[config.mk]
export PLATFORM = sky130hd
export DESIGN_NAME = timer_ctrl
export DESIGN_NICKNAME = d
export VERILOG_FILES = /design/src/rtl/timer_pkg.sv /design/src/rtl/timer_prescaler.sv /design/src/rtl/timer_ctrl.sv
export SDC_FILE = /design/constraint.sdc
export NUM_CORES = 1
export LEC_CHECK = 0
export ABC_AREA = 1
export BUFFER_PORTS_ARGS = -buffer_cell sky130_fd_sc_hd__clkbuf_2
export CORE_ASPECT_RATIO = 1.75
export CORE_MARGIN = 1
export CORE_UTILIZATION = 55
export CTS_BUF_LIST = sky130_fd_sc_hd__clkbuf_8 sky130_fd_sc_hd__clkbuf_16
export CTS_CLUSTER_DIAMETER = 150
export DETAILED_ROUTE_END_ITERATION = 8
export PLACE_DENSITY = 0.86
export SYNTH_ARGS = -nofsm -noshare
export SYNTH_HDL_FRONTEND = slang
export SYNTH_SLANG_ARGS = --single-unit
[constraint.sdc]
create_clock -name clk_in -period 2.28 [get_ports clk_in]
set_input_delay 0.456 -clock clk_in [delete_from_list [all_inputs] [get_ports clk_in]]
set_output_delay 0.456 -clock clk_in [all_outputs]
set_load 0.02 [all_outputs]
[src/rtl/timer_pkg.sv]
// Shared definitions for the interval timer: register map, control/status bit layout
// and the controller FSM encoding.
package timer_pkg;

  localparam logic [1:0] ADDR_CTRL   = 2'd0;
  localparam logic [1:0] ADDR_RELOAD = 2'd1;
  localparam logic [1:0] ADDR_COUNT  = 2'd2;
  localparam logic [1:0] ADDR_STATUS = 2'd3;

  localparam int CTRL_EN        = 0;
  localparam int CTRL_PERIODIC  = 1;
  localparam int CTRL_IRQ_EN    = 2;
  localparam int CTRL_W         = 3;
  localparam int STATUS_EXPIRED = 0;

  typedef enum logic [1:0] {
    ST_IDLE = 2'd0,
    ST_LOAD = 2'd1,
    ST_RUN  = 2'd2
  } state_t;

  // Field order puts en at bit 0, so a raw write-data slice casts straight into this.
  typedef struct packed {
    logic irq_en;
    logic periodic;
    logic en;
  } ctrl_t;

endpackage

[src/rtl/timer_prescaler.sv]
// Prescaler for the interval timer: counts 0..PRESCALE-1 while enabled and pulses
// o_tick on the wrap cycle; a synchronous clear parks it at zero.
module timer_prescaler #(
  parameter int PRESCALE = 1000
) (
  input  logic clk_in,
  input  logic rst_n,
  input  logic i_clear,
  input  logic i_enable,
  output logic o_tick
);

  localparam int            PW   = (PRESCALE > 1) ? $clog2(PRESCALE) : 1;
  localparam logic [PW-1:0] LAST = PW'(PRESCALE - 1);

  logic [PW-1:0] r_pre;
  logic          w_wrap;

  assign w_wrap = (r_pre == LAST);

  // NOTE: clocked state uses non-blocking assignments so every flop samples pre-edge values.
  always_ff @(posedge clk_in or negedge rst_n) begin
    if (!rst_n) begin
      r_pre <= '0;
    end else if (i_clear) begin
      r_pre <= '0;
    end else if (i_enable) begin
      r_pre <= w_wrap ? '0 : r_pre + PW'(1);
    end
  end

  assign o_tick = i_enable && !i_clear && w_wrap;

endmodule

[src/rtl/timer_ctrl.sv]
// Programmable interval timer: CPU register file, load/run/reload sequencing of the
// down-counter, expiry tick, sticky status and level interrupt request.
module timer_ctrl
  import timer_pkg::*;
#(
  parameter int PRESCALE = 1000,
  parameter int CNT_W    = 16
) (
  input  logic             clk_in,
  input  logic             rst_n,
  input  logic             wr_en,
  input  logic             rd_en,
  input  logic [1:0]       addr,
  input  logic [CNT_W-1:0] wdata,
  output logic [CNT_W-1:0] rdata,
  output logic             rd_valid,
  input  logic             irq_ack,
  output logic             irq,
  output logic             tick_out,
  output logic             busy
);

  state_t           r_state;
  state_t           w_state_nxt;
  ctrl_t            r_ctrl;
  logic [CNT_W-1:0] r_reload;
  logic [CNT_W-1:0] r_count;
  logic [CNT_W-1:0] r_rdata;
  logic             r_expired;
  logic             r_irq;
  logic             r_tick;
  logic             r_rd_valid;

  ctrl_t            w_ctrl_wdata;
  logic             w_ctrl_wr;
  logic             w_stop;
  logic             w_status_clr;
  logic             w_pre_clear;
  logic             w_pre_tick;
  logic             w_expire;
  logic [CNT_W-1:0] w_rd_mux;

  assign w_ctrl_wdata = ctrl_t'(wdata[CTRL_W-1:0]);
  assign w_ctrl_wr    = wr_en && (addr == ADDR_CTRL);
  assign w_stop       = w_ctrl_wr && !w_ctrl_wdata.en;
  assign w_status_clr = wr_en && (addr == ADDR_STATUS) && wdata[STATUS_EXPIRED];

  // A stop request beats a coincident expiry: the prescaler is cleared, so no tick.
  assign w_pre_clear = (r_state != ST_RUN) || w_stop;
  assign w_expire    = (r_state == ST_RUN) && w_pre_tick && (r_count == CNT_W'(1));

  timer_prescaler #(
    .PRESCALE (PRESCALE)
  ) u_prescaler (
    .clk_in   (clk_in),
    .rst_n    (rst_n),
    .i_clear  (w_pre_clear),
    .i_enable (r_state == ST_RUN),
    .o_tick   (w_pre_tick)
  );

  always_ff @(posedge clk_in or negedge rst_n) begin
    if (!rst_n) r_state <= ST_IDLE;
    else        r_state <= w_state_nxt;
  end

  // NOTE: the default assignment first keeps this combinational block free of latches.
  always_comb begin
    w_state_nxt = r_state;
    case (r_state)
      ST_IDLE: if (w_ctrl_wr && w_ctrl_wdata.en) w_state_nxt = ST_LOAD;
      ST_LOAD: w_state_nxt = w_stop ? ST_IDLE : ST_RUN;
      ST_RUN:  if (w_stop || (w_expire && !r_ctrl.periodic)) w_state_nxt = ST_IDLE;
      default: w_state_nxt = ST_IDLE;
    endcase
  end

  always_ff @(posedge clk_in or negedge rst_n) begin
    if (!rst_n) begin
      r_ctrl   <= '0;
      r_reload <= '0;
    end else begin
      if (w_ctrl_wr) r_ctrl <= w_ctrl_wdata;
      if (w_expire && !r_ctrl.periodic) r_ctrl.en <= 1'b0;
      if (wr_en && (addr == ADDR_RELOAD)) r_reload <= wdata;
    end
  end

  // Count 0 decrements to all-ones, which is how RELOAD=0 yields a 2^CNT_W period.
  always_ff @(posedge clk_in or negedge rst_n) begin
    if (!rst_n) begin
      r_count <= '0;
    end else if ((r_state == ST_LOAD) && !w_stop) begin
      r_count <= r_reload;
    end else if (w_pre_tick) begin
      if (r_count == CNT_W'(1)) r_count <= r_ctrl.periodic ? r_reload : '0;
      else                      r_count <= r_count - CNT_W'(1);
    end
  end

  always_ff @(posedge clk_in or negedge rst_n) begin
    if (!rst_n) begin
      r_expired <= 1'b0;
      r_irq     <= 1'b0;
      r_tick    <= 1'b0;
    end else begin
      r_tick <= w_expire;
      if (w_expire)          r_expired <= 1'b1;
      else if (w_status_clr) r_expired <= 1'b0;
      if (w_expire && r_ctrl.irq_en)     r_irq <= 1'b1;
      else if (irq_ack || w_status_clr)  r_irq <= 1'b0;
    end
  end

  always_comb begin
    w_rd_mux = '0;
    case (addr)
      ADDR_CTRL:   w_rd_mux = CNT_W'(r_ctrl);
      ADDR_RELOAD: w_rd_mux = r_reload;
      ADDR_COUNT:  w_rd_mux = r_count;
      ADDR_STATUS: w_rd_mux = CNT_W'(r_expired);
      default:     w_rd_mux = '0;
    endcase
  end

  always_ff @(posedge clk_in or negedge rst_n) begin
    if (!rst_n) begin
      r_rdata    <= '0;
      r_rd_valid <= 1'b0;
    end else begin
      r_rd_valid <= rd_en;
      if (rd_en) r_rdata <= w_rd_mux;
    end
  end

  assign rdata    = r_rdata;
  assign rd_valid = r_rd_valid;
  assign irq      = r_irq;
  assign tick_out = r_tick;
  assign busy     = (r_state != ST_IDLE);

endmodule

==> flow_summary_export.csv, run 1 <==
group,metric,value,unit
final_layout,final_area,4120,um2
synth,synth_top_area_share,0.461,
synth,ys_warn_count,0,
clock_network,ctsResizeCount,0,
die,die_w,63.5,um
drt,drtIter0Drc,185,
place,gp_routability_congestion,0.919,
final_layout,instances_no_fill,584,
die,coreArea,6280,um2
sta,fin_worst_skew,13.4,ps
global_route,grt.overflow.total,0,
place,io_buffers,42,
sta,finalSetupViolCount,0,
die,die_y,110,um
status,status,"complete, no violations",
clock_network,postCtsSetupBuffers,0,
synth,synth.avg_cell_area,8.01,um2
pwr,power,3680,uW
clock_network,clockRootBuffer,"clkbuf_8",
setup_path,cpMostUsedCell,"nand2_1",
setup_path,worstPathArrival,2110,ps
synth,synth_edf_count,0,
clock_network,clock_latency,360,ps
die,num_rows,38,
final_layout,drive_above_1_share,0.210,
setup_path,endpoint_kind,"register",
setup_path,slowest_delay,460,ps
sta,holdWs,108,ps
synth,synth.most_common_cell,"nand2_1",
clock_network,cts_made_buffers,9,
sta,setup_tns,0,ps
place,dp.cells,568,
setup_path,cp-start-kind,"register",
clock_network,htreeDepth,3,
global_route,grt_max_degree,68,
synth,synthArstFlopShare,1.00,
place,hpwl,5900,um
pwr,p_per_area,894,nW/um2
drt,drc_errors,0,
final_layout,nets,525,
synth,ys_ff_latch,67,
synth,synthTopCellsByCount,"nand2_1 (124), nor2_1 (74), dfrtp_1 (67), nand3_1 (40), inv_1 (32)",
drt,routed_wl,8060,um
sta,min_period_over_period,0.820,
setup_path,cp_cell_sequence,"inv_1 > ha_1 > inv_1 > nor3_1 > nand2_1 > nand2_1 > nand2_1 > nand2_1 > nand2_1 > nand2_1 > nand2_1",
place,dpl-instance-area,3910,um2
setup_path,critical_path_required,2520,ps
job,maxCapViolations,0,
drt,ant_nets,0,
final_layout,insertedDiodeCount,0,
sta,period_needed,1870,ps
clock_network,clk_path_buf_depth,2,
clock_network,clk_pin_slew_worst_paths,80,ps
setup_path,worst-setup-path-type,"reg2reg",
die,die-area,6950,um2
sta,worst_slew_pin_slew,707,ps
drt,dr_total_vias,3165,
drt,wl_per_cell,13.8,um
synth,ys_top_cells_by_area,"dfrtp_1 (46%), nand2_1 (13%), nor2_1 (7.6%)",
pwr,ir_drop,513,uV
synth,ys_seq_area_frac,0.461,
global_route,antenna_found_initial,0,
global_route,grt_pass1_vias,3180,
synth,syn_nets,480,
sta,rsz0062_at_grt,"false",
clock_network,clock_sinks,67,
pwr,p_leak,0.00200,uW
synth,syn_area,3630,um2
clock_network,ctsHoldBuffers,0,
sta,report.final.slew_viol_count,0,
final_layout,fillers,538,
setup_path,cp_max_fo,5,
die,start_util,0.579,
synth,synth_cell_types,32,
die,io_pins,43,
synth,synthCells,454,
sta,max_slew_margin,0.528,
synth,yosysTopAreaCell,"dfrtp_1",
clock_network,cts_tree,"done",
setup_path,slowest_stage,"dfrtp_1",
min_path,hold_class,"in2async",
drt,dr.pass1.iters,5,
global_route,grt_pass1_wl,13700,um
final_layout,area_delta_synth_final,13.3,%
sta,final_hold_viol_count,0,
global_route,grt_usage,0.262,
sta,clock.fmax,535,MHz
drt,viasPerCell,5.42,
synth,ys.flop_type,"dfrtp_1",
-- area by class of cell --
cell class / count / area, um2 / area share
clock buffers: 11 / 151 / 0.0368
inverters: 36 / 135 / 0.0328
flip-flops and latches: 67 / 1680 / 0.407
repair buffers: 49 / 275 / 0.0668
clock inverters: 5 / 60.1 / 0.0146
multi-input cells: 336 / 1720 / 0.418
well taps: 80 / 100 / 0.0243
-- report_power, final --
part           switching, uW  total (uW)  leakage, uW  internal, uW
Combinational            625         982      0.00106           357
Clock                    463        1030     0.000106           568
Sequential               265        1670     0.000833          1400
Total                   1350        3680      0.00200          2330
-- cells in the final DEF, fill, tap and decap left out, types with 5 or more instances in the layout --
cell | netlist | layout
nor2_1 | 74 | 74
o21ai_0 | 7 | 7
nor2_2 | 9 | 9
o21ai_2 | 5 | 5
inv_1 | 32 | 32
clkbuf_8 | 0 | 11
buf_4 | 3 | 6
nand4_1 | 5 | 5
dfrtp_1 | 67 | 67
nand2_1 | 124 | 124
nand3_1 | 40 | 40
nor3_1 | 6 | 6
a21oi_1 | 5 | 5
a31oi_1 | 14 | 14
mux2_2 | 10 | 10
clkbuf_2 | 0 | 41
o21ai_1 | 8 | 8
-- cell families (layout without fill, tap and decap cells) --
kind of cell | after synthesis | in the layout | share of synthesized area
muxes | 10 | 10 | 0.0310
AOI/OAI and AO/OA | 41 | 41 | 0.0685
DFF | 67 | 67 | 0.461
adders and majority gates | 3 | 3 | 0.0103
and+or+nand+nor | 277 | 277 | 0.351
xor gates and xnor gates | 5 | 5 | 0.0120
buffers and inverters | 51 | 101 | 0.0657
-- flip-flops by register name, summed over array words and instances (netlist names) --
| name | flops |
|---|---|
| rd_valid | 1 |
| rdata | 16 |
| r_reload | 16 |
| r_expired | 1 |
| tick_out | 1 |
| u_prescaler.r_pre | 10 |
| irq | 1 |
| r_count | 16 |
| r_ctrl | 3 |
| r_state | 2 |
-- critical path, delay by kind of cell (launching register included) --
kind                       cells  cell delay, ps
and+or+nand+nor                8             880
adders and majority gates      1             210
buffers and inverters          2             220
DFF                            1             460
-- per-layer routing --
metal / wire length, um / vias up / global-route usage
met5: 0 / - / 0
met4: 280 / 0 / 0.157
met3: 256 / 22 / 0.0539
met2: 4560 / 73 / 0.492
met1: 2960 / 1514 / 0.258
li1: - / 1556 / -
-- per-stage QoR --
stage	util	setup WS, ps
2_1_floorplan	-	823
3_3_place_gp	0.622	517
3_5_place_dp	0.622	441
4_1_cts	0.656	477
5_1_grt	0.656	297
6_report	0.656	410
-- path summary, 6_finish.rpt --
check / startpoint / end / slack [ps] / cells after the start
setup reg to reg: r_count[0] / r_count[12] / 410 / 11
max in group asynchronous: rst_n / u_prescaler.r_pre[4] / 1870 / 2
hold reg to reg: u_prescaler.r_pre[0] / u_prescaler.r_pre[0] / 470 / 1
setup / recovery: r_count[0] / r_count[12] / 410 / 11
min in group clk_in: rd_en / rd_valid / 270 / 1
hold / removal: rst_n / rdata[6] / 110 / 2
(Power assumes the default switching activity.)
==> run 2, diff against run 1 <==
--- a/config.mk
+++ b/config.mk
@@ -5,7 +5,7 @@
 export SDC_FILE = /design/constraint.sdc
 export NUM_CORES = 1
 export LEC_CHECK = 0
-export ABC_AREA = 1
+export ABC_AREA = 0
 export BUFFER_PORTS_ARGS = -buffer_cell sky130_fd_sc_hd__clkbuf_2
 export CORE_ASPECT_RATIO = 1.75
 export CORE_MARGIN = 1
@@ -13,7 +13,7 @@
 export CTS_BUF_LIST = sky130_fd_sc_hd__clkbuf_8 sky130_fd_sc_hd__clkbuf_16
 export CTS_CLUSTER_DIAMETER = 150
 export DETAILED_ROUTE_END_ITERATION = 8
-export PLACE_DENSITY = 0.86
+export PLACE_DENSITY = 0.87
 export SYNTH_ARGS = -nofsm -noshare
 export SYNTH_HDL_FRONTEND = slang
 export SYNTH_SLANG_ARGS = --single-unit
==> constraint.sdc (replaced) <==
create_clock -name clk_in -period 1.8 [get_ports clk_in]
set_input_delay 0.36 -clock clk_in [delete_from_list [all_inputs] [get_ports clk_in]]
set_output_delay 0.36 -clock clk_in [all_outputs]
set_load 0.02 [all_outputs]
==> flow_summary_export.csv, run 2 <==
group,metric,value,unit
status,status,"finished, violations left",
status,failed_checks,"negative setup slack",
global_route,grt_max_degree,68,
place,io_buffers,42,
pwr,power_frac_clock,0.256,
final_layout,layout_commonest_cell,"dfrtp_1",
sta,rsz0062_at_grt,"true",
synth,synthCells,306,
synth,synth.most_common_cell,"dfrtp_1",
job,maxCapViolations,0,
synth,synthArstFlopShare,1.00,
setup_path,path_delay_family,"simple AND/OR/NAND/NOR gates",
global_route,grt_pass1_vias,2806,
clock_network,htreeDepth,3,
clock_network,clockRootBuffer,"clkbuf_8",
clock_network,ctsHoldBuffers,0,
pwr,switchingPower,1450,uW
final_layout,fillers,309,
synth,ys.flop_type,"dfrtp_1",
final_layout,layout_common_cells,"dfrtp_1 (67), buf_4 (56), clkbuf_2 (42)",
drt,drc_errors,0,
clock_network,clk_path_buf_depth,2,
setup_path,slowest_stage,"or4_4",
sta,report.final.slew_viol_count,0,
pwr,combPwrFrac,0.306,
die,coreArea,5630,um2
synth,ys_warn_count,0,
synth,ys_top_cells_by_area,"dfrtp_1 (52%), mux2_2 (6.6%), nor2_1 (4.9%)",
pwr,power,4450,uW
pwr,ir_drop,780,uV
die,die_w,59.9,um
drt,routed_wl,9540,um
drt,viasPerCell,6.15,
setup_path,crit_buf_inv,1,
pwr,p_leak,0.00201,uW
setup_path,cp_max_fo,6,
synth,syn_nets,332,
synth,synth.avg_cell_area,10.5,um2
clock_network,clock_latency,350,ps
sta,max_slew_margin,0.190,
global_route,antenna_found_initial,0,
die,die_y,103,um
pwr,p_per_area,1000,nW/um2
global_route,grt_pass1_wl,13400,um
clock_network,clk_pin_slew_worst_paths,80,ps
synth,synthTopCellsByCount,"dfrtp_1 (67), nor2_1 (42), a21oi_1 (23), mux2_2 (19), a22oi_1 (17)",
setup_path,cp_cell_sequence,"or4_4 > and4bb_4 > nand2b_4 > buf_8 > a2bb2oi_2 > o22ai_1",
pwr,internal-power,2990,uW
setup_path,regToRegStartpoint,"r_count[6]",
clock_network,cts_tree,"done",
sta,final_hold_viol_count,0,
synth,synth_top_area_share,0.519,
sta,min_period_over_period,1.15,
synth,synth_cell_types,51,
sta,fin_worst_skew,11.8,ps
die,die-area,6190,um2
final_layout,drive_above_1_share,0.446,
setup_path,r2r.worst_path.cells,6,
setup_path,r2r_end,"r_count[6]",
setup_path,worstPathArrival,2290,ps
min_path,hold_class,"in2async",
drt,dr_total_vias,3007,
synth,synth_edf_count,0,
final_layout,area_delta_synth_final,37.5,%
setup_path,cp-start-kind,"register",
setup_path,worst-setup-path-type,"reg2reg",
setup_path,r2r_setup_slack,-260,ps
clock_network,cts_made_buffers,9,
pwr,p_seq_frac,0.438,
drt,dr.pass1.iters,4,
clock_network,clock_sinks,67,
final_layout,insertedDiodeCount,0,
final_layout,fin_util,0.788,
sta,worst_slew_pin_slew,1210,ps
synth,yosysTopAreaCell,"dfrtp_1",
die,io_pins,43,
drt,ant_nets,0,
synth,ys_ff_latch,67,
place,hpwl,5990,um
global_route,grt_usage,0.298,
sta,period_needed,2060,ps
setup_path,slowest_delay,550,ps
pwr,switching_share,0.327,
sta,fin_ws,-264,ps
setup_path,endpoint_kind,"register",
setup_path,critical_path_required,2030,ps
global_route,grt.overflow.total,0,
sta,clock.fmax,485,MHz
drt,drtIter0Drc,241,
place,gp_routability_congestion,1.03,
drt,wl_per_cell,19.5,um
sta,finalSetupViolCount,18,
die,start_util,0.573,
die,num_rows,36,
final_layout,nets,435,
synth,syn_area,3230,um2
synth,ys_seq_area_frac,0.519,
run 2: changes by cell type after synthesis, moves of 14 or more:
cell	change
nand2_1	-113
nand3_1	-34
nor2_1	-32
a21oi_1	+18
a22oi_1	+17
inv_1	-16
a31oi_1	-14
run 2: logic make-up (layout without fill, tap and decap cells):
group,Yosys count,count (layout),share of synthesized area
buffers and inverters,31,138,0.0434
xor gates and xnor gates,8,8,0.0217
adders and majority gates,3,3,0.0116
and+or+nand+nor,94,94,0.152
muxes,23,23,0.0826
DFF,67,67,0.519
AOI/OAI and AO/OA,80,80,0.170
run 2: metal layers:
layer,global-route usage,vias up,routed length (um)
li1,-,1324,-
met1,0.340,1506,3500
met2,0.497,133,5030
met3,0.0709,44,518
met4,0.177,0,490
met5,0,-,0
run 2: final cells by class:
cell class	instances	area (um2)	share of cell area
well taps	76	95.1	0.0214
clock inverters	3	13.8	0.00310
inverters	16	60.1	0.0135
flip-flops and latches	67	1680	0.378
repair buffers	107	762	0.172
clock buffers	12	165	0.0372
multi-input cells	208	1670	0.375
run 2: how the worst max path moves through the flow:
stage,start,to,cells after the start
final,r_count[6],r_count[6],6
after global routing,r_count[6],r_count[14],6
after CTS,r_count[7],r_count[11],5
after detailed placement,addr[1],r_count[13],7
after global placement,addr[1],r_count[13],7
after floorplan,r_count[7],r_count[11],7
run 2: worst register-to-register path, delay by kind of cell, from the launching register on:
kind	cells	cell delay [ps]
AO/OA/AOI/OAI	2	270
buffers and inverters	1	160
flip-flops	1	380
AND/OR/NAND/NOR	3	1140
run 2: power by group through the flow:
stage | clock network (uW) | registers [uW] | logic (uW)
finish | 1140 | 1950 | 1360
global route | 1230 | 1970 | 1460
CTS | 1150 | 1930 | 1210
detailed placement | 0 | 1940 | 1140
global placement | 0 | 1930 | 1090
floorplan | 0 | 2010 | 528
run 2: per-stage QoR:
step           TNS, ps  hold slack, ps  setup slack, ps  cell area [um2]  instances
6_report         -3030            28.0             -264             4440        489
5_1_grt          -4110            44.8             -291             4440        489
4_1_cts          -2200            45.0             -173             4230        486
3_5_place_dp     -4230             413             -271             3950        470
3_3_place_gp     -3180             405             -171             3950        470
2_1_floorplan    -1880            64.4             -219             3230        306
run 2: what timing repair did:
action | in CTS | in global routing
gates cloned | 0 | 0
resized for setup | 26 | 36
endpoints found under the setup margin | 17 | 19
pin swaps | 20 | 18
setup buffers | 1 | 3
